File: src/rtl/mvprod_out_buffer_if.sv
// rtl/mvprod_out_buffer_if.sv - write-strobe and chunk-read bundle between two chained MVProd layers
interface mvprod_out_buffer_if #(
    parameter int WorkingRegs = 4
);
    logic                     wr_en;
    logic [7:0]               wr_data;
    logic                     wr_last;
    logic [WorkingRegs*8-1:0] out_data;
    logic                     out_data_ready;
    logic                     rd_chunk_in;
    logic                     rd_ptr_rst;
    logic                     rd_release;
    logic                     overflow;
    logic                     len_err;

    modport master (
        output wr_en, wr_data, wr_last, rd_chunk_in, rd_ptr_rst, rd_release,
        input  out_data, out_data_ready, overflow, len_err
    );

    modport slave (
        input  wr_en, wr_data, wr_last, rd_chunk_in, rd_ptr_rst, rd_release,
        output out_data, out_data_ready, overflow, len_err
    );
endinterface

File: src/rtl/mvprod_out_buffer.sv
// rtl/mvprod_out_buffer.sv - ping-pong vector buffer packing serial results into chunks for the next layer
// Optional MVPROD_OUT_BUFFER_RELU_EN: clamp negative elements to zero on write.
module mvprod_out_buffer #(
    parameter int VecLength   = 16,
    parameter int WorkingRegs = 4
) (
    input logic                clk_in,
    input logic                rst_in,
    mvprod_out_buffer_if.slave bus
);
    localparam int NCH = VecLength / WorkingRegs;
    localparam int IW  = (VecLength > 1) ? $clog2(VecLength) : 1;
    localparam int CW  = (NCH > 1) ? $clog2(NCH) : 1;
    localparam int LW  = (WorkingRegs > 1) ? $clog2(WorkingRegs) : 1;

    typedef enum logic [1:0] {EMPTY, FILLING, FULL, READING} bank_state_t;

    bank_state_t                       state_q [2];
    logic [WorkingRegs-1:0][7:0]       mem_q   [2][NCH];
    logic                              wr_bank_q;
    logic                              rd_bank_q;
    logic [IW-1:0]                     wr_idx_q;
    logic [CW-1:0]                     rd_ptr_q;
    logic [WorkingRegs-1:0][7:0]       out_data_q;
    logic                              ready_q;
    logic                              overflow_q;
    logic                              len_err_q;
    logic                              over_q;

    bank_state_t   eff [2];
    logic          release_ok;
    logic          tgt_ok;
    logic          tgt_bank;
    logic          tgt_other;
    logic          wr_other;
    logic          do_write;
    logic          complete;
    logic [7:0]    wr_val;
    logic [CW-1:0] wr_chunk;
    logic [LW-1:0] wr_lane;
    logic [CW-1:0] rd_ptr_d;
    logic          rd_bank_d;
    logic          ready_d;

    function automatic logic avail(input bank_state_t s);
        return (s == FULL) || (s == READING);
    endfunction

    function automatic logic writable(input bank_state_t s);
        return (s == EMPTY) || (s == FILLING);
    endfunction

    always_comb begin
        release_ok = bus.rd_release && ready_q;
        wr_other   = ~wr_bank_q;
        // The release is folded in first so a completing write can hop straight into the freed bank.
        eff[0] = state_q[0];
        eff[1] = state_q[1];
        if (release_ok) eff[rd_bank_q] = EMPTY;

        tgt_ok   = 1'b0;
        tgt_bank = wr_bank_q;
        if (writable(eff[wr_bank_q])) begin
            tgt_ok = 1'b1;
        end else if (eff[wr_other] == EMPTY) begin
            tgt_ok   = 1'b1;
            tgt_bank = wr_other;
        end
        tgt_other = ~tgt_bank;

        do_write = bus.wr_en && !over_q && tgt_ok;
        complete = do_write && (bus.wr_last || wr_idx_q == IW'(VecLength - 1));
        wr_chunk = CW'(32'(wr_idx_q) / WorkingRegs);
        wr_lane  = LW'(32'(wr_idx_q) % WorkingRegs);

        wr_val = bus.wr_data;
`ifdef MVPROD_OUT_BUFFER_RELU_EN
        if (bus.wr_data[7]) wr_val = 8'h00;
`endif

        rd_bank_d = release_ok ? ~rd_bank_q : rd_bank_q;
        if (release_ok || bus.rd_ptr_rst) begin
            rd_ptr_d = '0;
        end else if (bus.rd_chunk_in) begin
            rd_ptr_d = (rd_ptr_q == CW'(NCH - 1)) ? '0 : rd_ptr_q + 1'b1;
        end else begin
            rd_ptr_d = rd_ptr_q;
        end

        // Rising edge of ready lags the FULL status by a cycle; a release takes effect at once.
        ready_d = release_ok ? avail(state_q[~rd_bank_q]) : avail(state_q[rd_bank_q]);
    end

    always_ff @(posedge clk_in or posedge rst_in) begin
        if (rst_in) begin
            state_q[0] <= EMPTY;
            state_q[1] <= EMPTY;
            for (int b = 0; b < 2; b++) begin
                for (int c = 0; c < NCH; c++) begin
                    mem_q[b][c] <= '0;
                end
            end
            wr_bank_q  <= 1'b0;
            rd_bank_q  <= 1'b0;
            wr_idx_q   <= '0;
            rd_ptr_q   <= '0;
            out_data_q <= '0;
            ready_q    <= 1'b0;
            overflow_q <= 1'b0;
            len_err_q  <= 1'b0;
            over_q     <= 1'b0;
        end else begin
            state_q[0] <= eff[0];
            state_q[1] <= eff[1];
            if (!release_ok && state_q[rd_bank_q] == FULL && (bus.rd_chunk_in || bus.rd_ptr_rst))
                state_q[rd_bank_q] <= READING;

            if (do_write) begin
                // Clearing the bank on the first element makes short vectors read back zero-padded.
                if (wr_idx_q == '0) begin
                    for (int c = 0; c < NCH; c++) mem_q[tgt_bank][c] <= '0;
                end
                mem_q[tgt_bank][wr_chunk][wr_lane] <= wr_val;
                state_q[tgt_bank] <= complete ? FULL : FILLING;
                wr_idx_q          <= complete ? '0 : wr_idx_q + 1'b1;
            end

            if (complete) begin
                wr_bank_q <= (eff[tgt_other] == EMPTY) ? tgt_other : tgt_bank;
            end else if (do_write) begin
                wr_bank_q <= tgt_bank;
            end else if (!writable(eff[wr_bank_q]) && eff[wr_other] == EMPTY) begin
                wr_bank_q <= wr_other;
            end

            // over_q swallows the tail of an over-long vector up to and including its wr_last.
            if (bus.wr_en && over_q) begin
                len_err_q <= 1'b1;
                if (bus.wr_last) over_q <= 1'b0;
            end else if (complete && !bus.wr_last) begin
                over_q <= 1'b1;
            end else if (complete && wr_idx_q != IW'(VecLength - 1)) begin
                len_err_q <= 1'b1;
            end else if (bus.wr_en && !tgt_ok) begin
                overflow_q <= 1'b1;
            end

            rd_bank_q  <= rd_bank_d;
            rd_ptr_q   <= rd_ptr_d;
            ready_q    <= ready_d;
            out_data_q <= mem_q[rd_bank_d][rd_ptr_d];
        end
    end

    assign bus.out_data       = out_data_q;
    assign bus.out_data_ready = ready_q;
    assign bus.overflow       = overflow_q;
    assign bus.len_err        = len_err_q;
endmodule

File: src/flat_wrapper.sv
// flat-port wrapper written by rule: the top's interface ports become plain ports
module mvprod_out_buffer_flat 
#(
    parameter int VecLength   = 16,
    parameter int WorkingRegs = 4
)
  (clk_in, rst_in, bus_wr_en, bus_wr_data, bus_wr_last, bus_rd_chunk_in, bus_rd_ptr_rst, bus_rd_release, bus_out_data, bus_out_data_ready, bus_overflow, bus_len_err);
  mvprod_out_buffer_if #(.WorkingRegs(WorkingRegs)) bus_i ();
  input logic clk_in;
  input logic rst_in;
  input wire logic [$bits(bus_i.wr_en)-1:0] bus_wr_en;
  input wire logic [$bits(bus_i.wr_data)-1:0] bus_wr_data;
  input wire logic [$bits(bus_i.wr_last)-1:0] bus_wr_last;
  input wire logic [$bits(bus_i.rd_chunk_in)-1:0] bus_rd_chunk_in;
  input wire logic [$bits(bus_i.rd_ptr_rst)-1:0] bus_rd_ptr_rst;
  input wire logic [$bits(bus_i.rd_release)-1:0] bus_rd_release;
  output wire logic [$bits(bus_i.out_data)-1:0] bus_out_data;
  output wire logic [$bits(bus_i.out_data_ready)-1:0] bus_out_data_ready;
  output wire logic [$bits(bus_i.overflow)-1:0] bus_overflow;
  output wire logic [$bits(bus_i.len_err)-1:0] bus_len_err;
  assign bus_i.wr_en = bus_wr_en;
  assign bus_i.wr_data = bus_wr_data;
  assign bus_i.wr_last = bus_wr_last;
  assign bus_i.rd_chunk_in = bus_rd_chunk_in;
  assign bus_i.rd_ptr_rst = bus_rd_ptr_rst;
  assign bus_i.rd_release = bus_rd_release;
  assign bus_out_data = bus_i.out_data;
  assign bus_out_data_ready = bus_i.out_data_ready;
  assign bus_overflow = bus_i.overflow;
  assign bus_len_err = bus_i.len_err;
  mvprod_out_buffer #(.VecLength(VecLength), .WorkingRegs(WorkingRegs)) u_core (.clk_in(clk_in), .rst_in(rst_in), .bus(bus_i));
endmodule
File: config.mk
export PLATFORM = sky130hd
export DESIGN_NAME = mvprod_out_buffer_flat
export DESIGN_NICKNAME = d
export VERILOG_FILES = /design/src/rtl/mvprod_out_buffer_if.sv /design/src/rtl/mvprod_out_buffer.sv /design/src/flat_wrapper.sv
export SDC_FILE = /design/constraint.sdc
export NUM_CORES = 1
export LEC_CHECK = 0
export CORE_AREA = 2 2 308 158
export CTS_CLUSTER_SIZE = 16
export DETAILED_ROUTE_END_ITERATION = 16
export DIE_AREA = 0 0 310 160
export GPL_TIMING_DRIVEN = 1
export PLACE_DENSITY = 0.52
export SKIP_CTS_REPAIR_TIMING = 1
export SLEW_MARGIN = 20
export SYNTH_ARGS = -nofsm -noshare
export SYNTH_HDL_FRONTEND = slang
export SYNTH_SLANG_ARGS = --single-unit
export TNS_END_PERCENT = 10
File: constraint.sdc
create_clock -name clk_in -period 13.3 [get_ports clk_in]
set_input_delay 2.66 -clock clk_in [delete_from_list [all_inputs] [get_ports clk_in]]
set_output_delay 2.66 -clock clk_in [all_outputs]
set_load 0.1 [all_outputs]
======== After elaboration in Yosys (flattened, before gate mapping) ========
Cells that the tools add are included.
word-level totals
  output and inout bits ................... 35
  input bits .............................. 15
  word-level logic and storage cells ...... 201
  bits in latches ......................... 0
  memory bits (writable) .................. 0
  register bits ........................... 304
  bits in read-only memories .............. 0
  memories ................................ 0
cells by class
  reductions and logical operators ........ 36
  divide/modulo/power cells ............... 0
  eq/ne operators ......................... 10
  multiply operators ...................... 0
  bitwise operators ....................... 26
  shift operators ......................... 0
  mux-type cells .......................... 67
  $add $sub $neg .......................... 2
  magnitude comparators ................... 14
operator list
  kind                  count
  $and A256 B256 Y256   4
  $not A256 Y256        4
  $demux W128 S1        5
  $mux W128             5
  $mux W256             2
  $bwmux W256           1
  $mux W32              4
  $mux W96              1
  $bmux W32 S2          1
  $demux W32 S2         1
  $mux W64              1
  $mux W2               21
  $demux W8 S2          1
  $mux W1               16
  $mux W4               4
  $logic_and A1 B1 Y1   15
  $ge A2 B2 Y1 const B  7
  $not A1 Y2            7
  $eq A2 B2 Y1 const B  5
  $mux W8               1
  $ge A3 B3 Y1 const B  2
  $logic_not A2 Y1      3
  $logic_or A1 B1 Y1    6
  $not A1 Y1            6
  other kinds (23)      32

======== Logic depth before layout (Yosys ltp) ========
  depth in word-level cells ............... 27
  gate-level depth with buffers ........... 10

======== Worst setup path before layout ========
No wires, ideal clock.
  path kind ............................... in2reg
  start point ............................. in bus_rd_release
  end point ............................... reg u_core.out_data_q, in the netlist u_core.bus.out_data[0]
  data arrival time ....................... 4224 ps
  path buffers ............................ 3
  setup slack ............................. 9012 ps
  stages on the path ...................... 8
  setup time .............................. 64 ps
  path through ............................ and2_2 -> or3_1 -> buf_2 -> buf_6 -> buf_6 -> mux2i_1 -> mux4_2 -> inv_1
between the ends
  longest elaborated chain between the ends .. 9
  elaborated cells between the ends (all ways) .. 12
  classes of those cells .................. mux (8); bitwise (2); reduce/logical (2)
ends and longest elaborated chain
  element                                           RTL line                  source
  start, declared                                   flat_wrapper.sv:16        input wire logic [$bits(bus_i.rd_release)-1:0] bus_rd_release;
  $logic_and A1 B1 Y1 (*)                           mvprod_out_buffer.sv:54   release_ok = bus.rd_release && ready_q;
  $mux W1                                           mvprod_out_buffer.sv:81   rd_bank_d = release_ok ? ~rd_bank_q : rd_bank_q;
  $not A1 Y2 (not written as such)                  mvprod_out_buffer.sv:151  out_data_q <= mem_q[rd_bank_d][rd_ptr_d];
  $mux W128 (not written as such) (3 in series)     mvprod_out_buffer.sv:151
  $bmux W32 S2 (*)                                  mvprod_out_buffer.sv:151
  $mux W32 (not written as such) (*) (2 in series)  mvprod_out_buffer.sv:151
  end signal, assigned                              mvprod_out_buffer.sv:151
  end, declared                                     mvprod_out_buffer.sv:24   logic [WorkingRegs-1:0][7:0] out_data_q;
Every way passes the cells marked *; elsewhere a longest branch is shown, timed or not. The select of a mux whose other input is x is not followed.
A chain may end at the register's enable or synchronous reset.

======== Final worst setup path ========
  start point ............................. in bus_rd_release
  end point ............................... reg u_core.out_data_q, in the netlist u_core.bus.out_data[18]
Same word-level chain as after synthesis.

==> flow_summary.json <==
{
  "setup-violations-final": 0,
  "die_w_um": 310,
  "path_clk_slew_ps": 60,
  "path_class": "in2reg",
  "start_kind": "input pin",
  "ys_ff_latch": 304,
  "arrival_ps": 5690,
  "overflow": 0,
  "ir_worst_vdd_uv": 171,
  "worstPathRequired_ps": 13790,
  "synthCells": 1090,
  "maxCapViolCount": 0,
  "firstDrtPassIters": 5,
  "syn_avg_cell_area_um2": 12.7,
  "hp-class": "reg2reg",
  "root_buffer": "clkbuf_16",
  "areaGrowthSynthToFinish_pct": 15.1,
  "rsz0062_at_grt": "no",
  "finalClockSkew_ps": 27.1,
  "min_period_over_period_pct": 39.1,
  "min_period_ps": 5200,
  "drv_slew": 0,
  "grtUsageTotal_pct": 16.5,
  "p_total_mw": 3.43,
  "dieHeight_um": 160,
  "cp-end-kind": "flip-flop",
  "hold_slack_ps": 457,
  "leakagePower_nw": 7.59,
  "ant_nets": 0,
  "core_area_um2": 47400,
  "drtIter0Drc": 827,
  "portBuffers": 49,
  "initial_core_util_pct": 29.3,
  "synth_cell_type_count": 53,
  "dp_hpwl_mm": 25.0,
  "vias": 9279,
  "hold_viol_final": 0,
  "crit_fanout": 58,
  "worst_pin_slew_ps": 1150,
  "diodes": 0,
  "fp.dieArea_um2": 49600,
  "clk_latency_ps": 570,
  "drc": 0,
  "drt_wl_total_mm": 40.2,
  "syn_area_um2": 13900,
  "grt_pass1_wl_mm": 62.5,
  "synth_warnings": 0,
  "fin_cells": 1791,
  "p_per_area_nw_per_um2": 215,
  "slew_headroom_pct": 23.4,
  "final_util_pct": 33.7,
  "seq_area_frac_synth_pct": 54.8,
  "grt_max_degree": 188,
  "gp_congestion": 0.757,
  "htreeDepth": 1,
  "wire_per_inst_um": 22.4,
  "finalNetCount": 1139,
  "cts_tree": "done",
  "syn_nets": 1110,
  "ios": 50,
  "drive_above_1_share_pct": 13.9,
  "max_freq_mhz": 192,
  "rows": 57,
  "status": "finished, final reports clean",
  "antenna_found_initial": 0,
  "via_per_inst": 5.18,
  "cts_made_buffers": 29,
  "dp.cells": 1736,
  "cts.sinks": 304,
  "finalSetupTns_ps": 0,
  "grt_pass1_vias": 9328,
  "clk_path_buf_depth": 3
}
registers in the layout, indices dropped and copies added (netlist names):
signal                     flops
u_core.bus.overflow            1
u_core.state_q                 4
u_core.bus.out_data_ready      1
u_core.bus.out_data           32
u_core.bus.len_err             1
u_core.rd_bank_q               1
u_core.mem_q                 256
u_core.rd_ptr_q                2
u_core.wr_bank_q               1
u_core.wr_idx_q                4
u_core.over_q                  1
path summary, 6_finish.rpt:
path	start	to	slack (ps)	depth (start not counted)
worst max-delay path	bus_rd_release	u_core.bus.out_data[18]	8100	7
worst min-delay path	u_core.bus.len_err	u_core.bus.len_err	460	1
min in group asynchronous	rst_in	u_core.mem_q[251]	2630	2
max in group asynchronous	rst_in	u_core.state_q[0]	9050	4
worst max register to register	u_core.wr_idx_q[3]	u_core.mem_q[149]	9840	5
worst min register to register	u_core.bus.len_err	u_core.bus.len_err	460	1
placed cells by master (no fill, tap or decap), types with 13 or more instances in the layout:
cell type / netlist / routed
mux2_2: 16 / 16
buf_4: 4 / 15
nand3_1: 13 / 13
mux2i_1: 138 / 138
inv_1: 52 / 51
o21ai_0: 42 / 42
nor2_4: 19 / 19
dfrtp_1: 304 / 304
nand2_1: 100 / 100
clkbuf_16: 0 / 29
mux4_2: 32 / 32
o21ai_1: 13 / 13
a22o_1: 192 / 192
o211ai_1: 16 / 16
clkdlybuf4s50_1: 0 / 49
layer usage:
metal  global-route usage [%]  up-vias  routed length (um)
met5                        0        -                   0
met4                     2.50        0                 554
met3                     3.92       41                2720
met2                     21.3      297               15800
met1                     27.3     4857               21200
li1                         -     4084                   -
kinds of logic (layout without fill, tap and decap cells):
logic type	after synthesis	count (layout)	synth area share, %
and+or+nand+nor	186	186	7.35
AOI/OAI and AO/OA	287	287	16.7
xor gates and xnor gates	1	1	0.0631
muxes	186	186	16.4
adders and majority gates	5	5	0.450
DFF	304	304	54.8
buffers and inverters	121	173	4.23
Yosys cell counts, drive strengths merged:
master	count	area [um^2]
ha	5	62.6
xnor2	1	8.76
nand2	101	382
o21ba	1	10.0
nand3	13	65.1
and2	9	57.6
a21o	1	7.51
o2bb2ai	1	8.76
o211ai	16	120
o21ai	59	310
or4b	1	10.0
and3	3	18.8
inv	52	195
buf	29	241
dfrtp	304	7610
a31o	4	61.3
nor2	36	304
o21a	1	7.51
nand3b	8	72.6
o22ai	1	12.5
o21bai	1	7.51
nor3	2	26.3
mux2	16	180
clkinv	1	3.75
nand2b	2	12.5
or3	2	12.5
or2	4	27.5
mux4	32	721
a41oi	1	8.76
a31oi	4	55.1
a22o	192	1680
a21oi	4	20.0
nor2b	4	25.0
o31ai	1	7.51
nor3b	1	7.51
mux2i	138	1380
clkbuf	39	146
power breakdown:
part	switching, mW	total, mW	internal [mW]
Combinational	0.916	1.32	0.405
Clock	0.372	0.878	0.506
Sequential	0.124	1.23	1.11
critical path, cell delays in order:
cell and delay [ps]:
clkdlybuf4s50_1 560, and2_2 230, or3_4 360, buf_4 870, mux2i_1 260, mux4_2 550, inv_1 80
cell type report:
cell class / count / area, um^2
Clock buffer: 44 / 862
Sequential cell: 304 / 7610
Timing Repair Buffer: 66 / 651
Clock inverter: 10 / 135
Multi-Input combinational cell: 665 / 5710
Fill cell: 4673 / 31400
Inverter: 53 / 206
Tap cell: 649 / 812
metrics by stage:
stage,worst slack [ps],cell area [um^2]
after detailed placement,7570,15000
after global routing,8040,16000
after CTS,8150,16000
after floorplan,2240,13900
final,8100,16000
after global placement,7610,15000
Note: power is estimated with default switching activity, not from simulation.
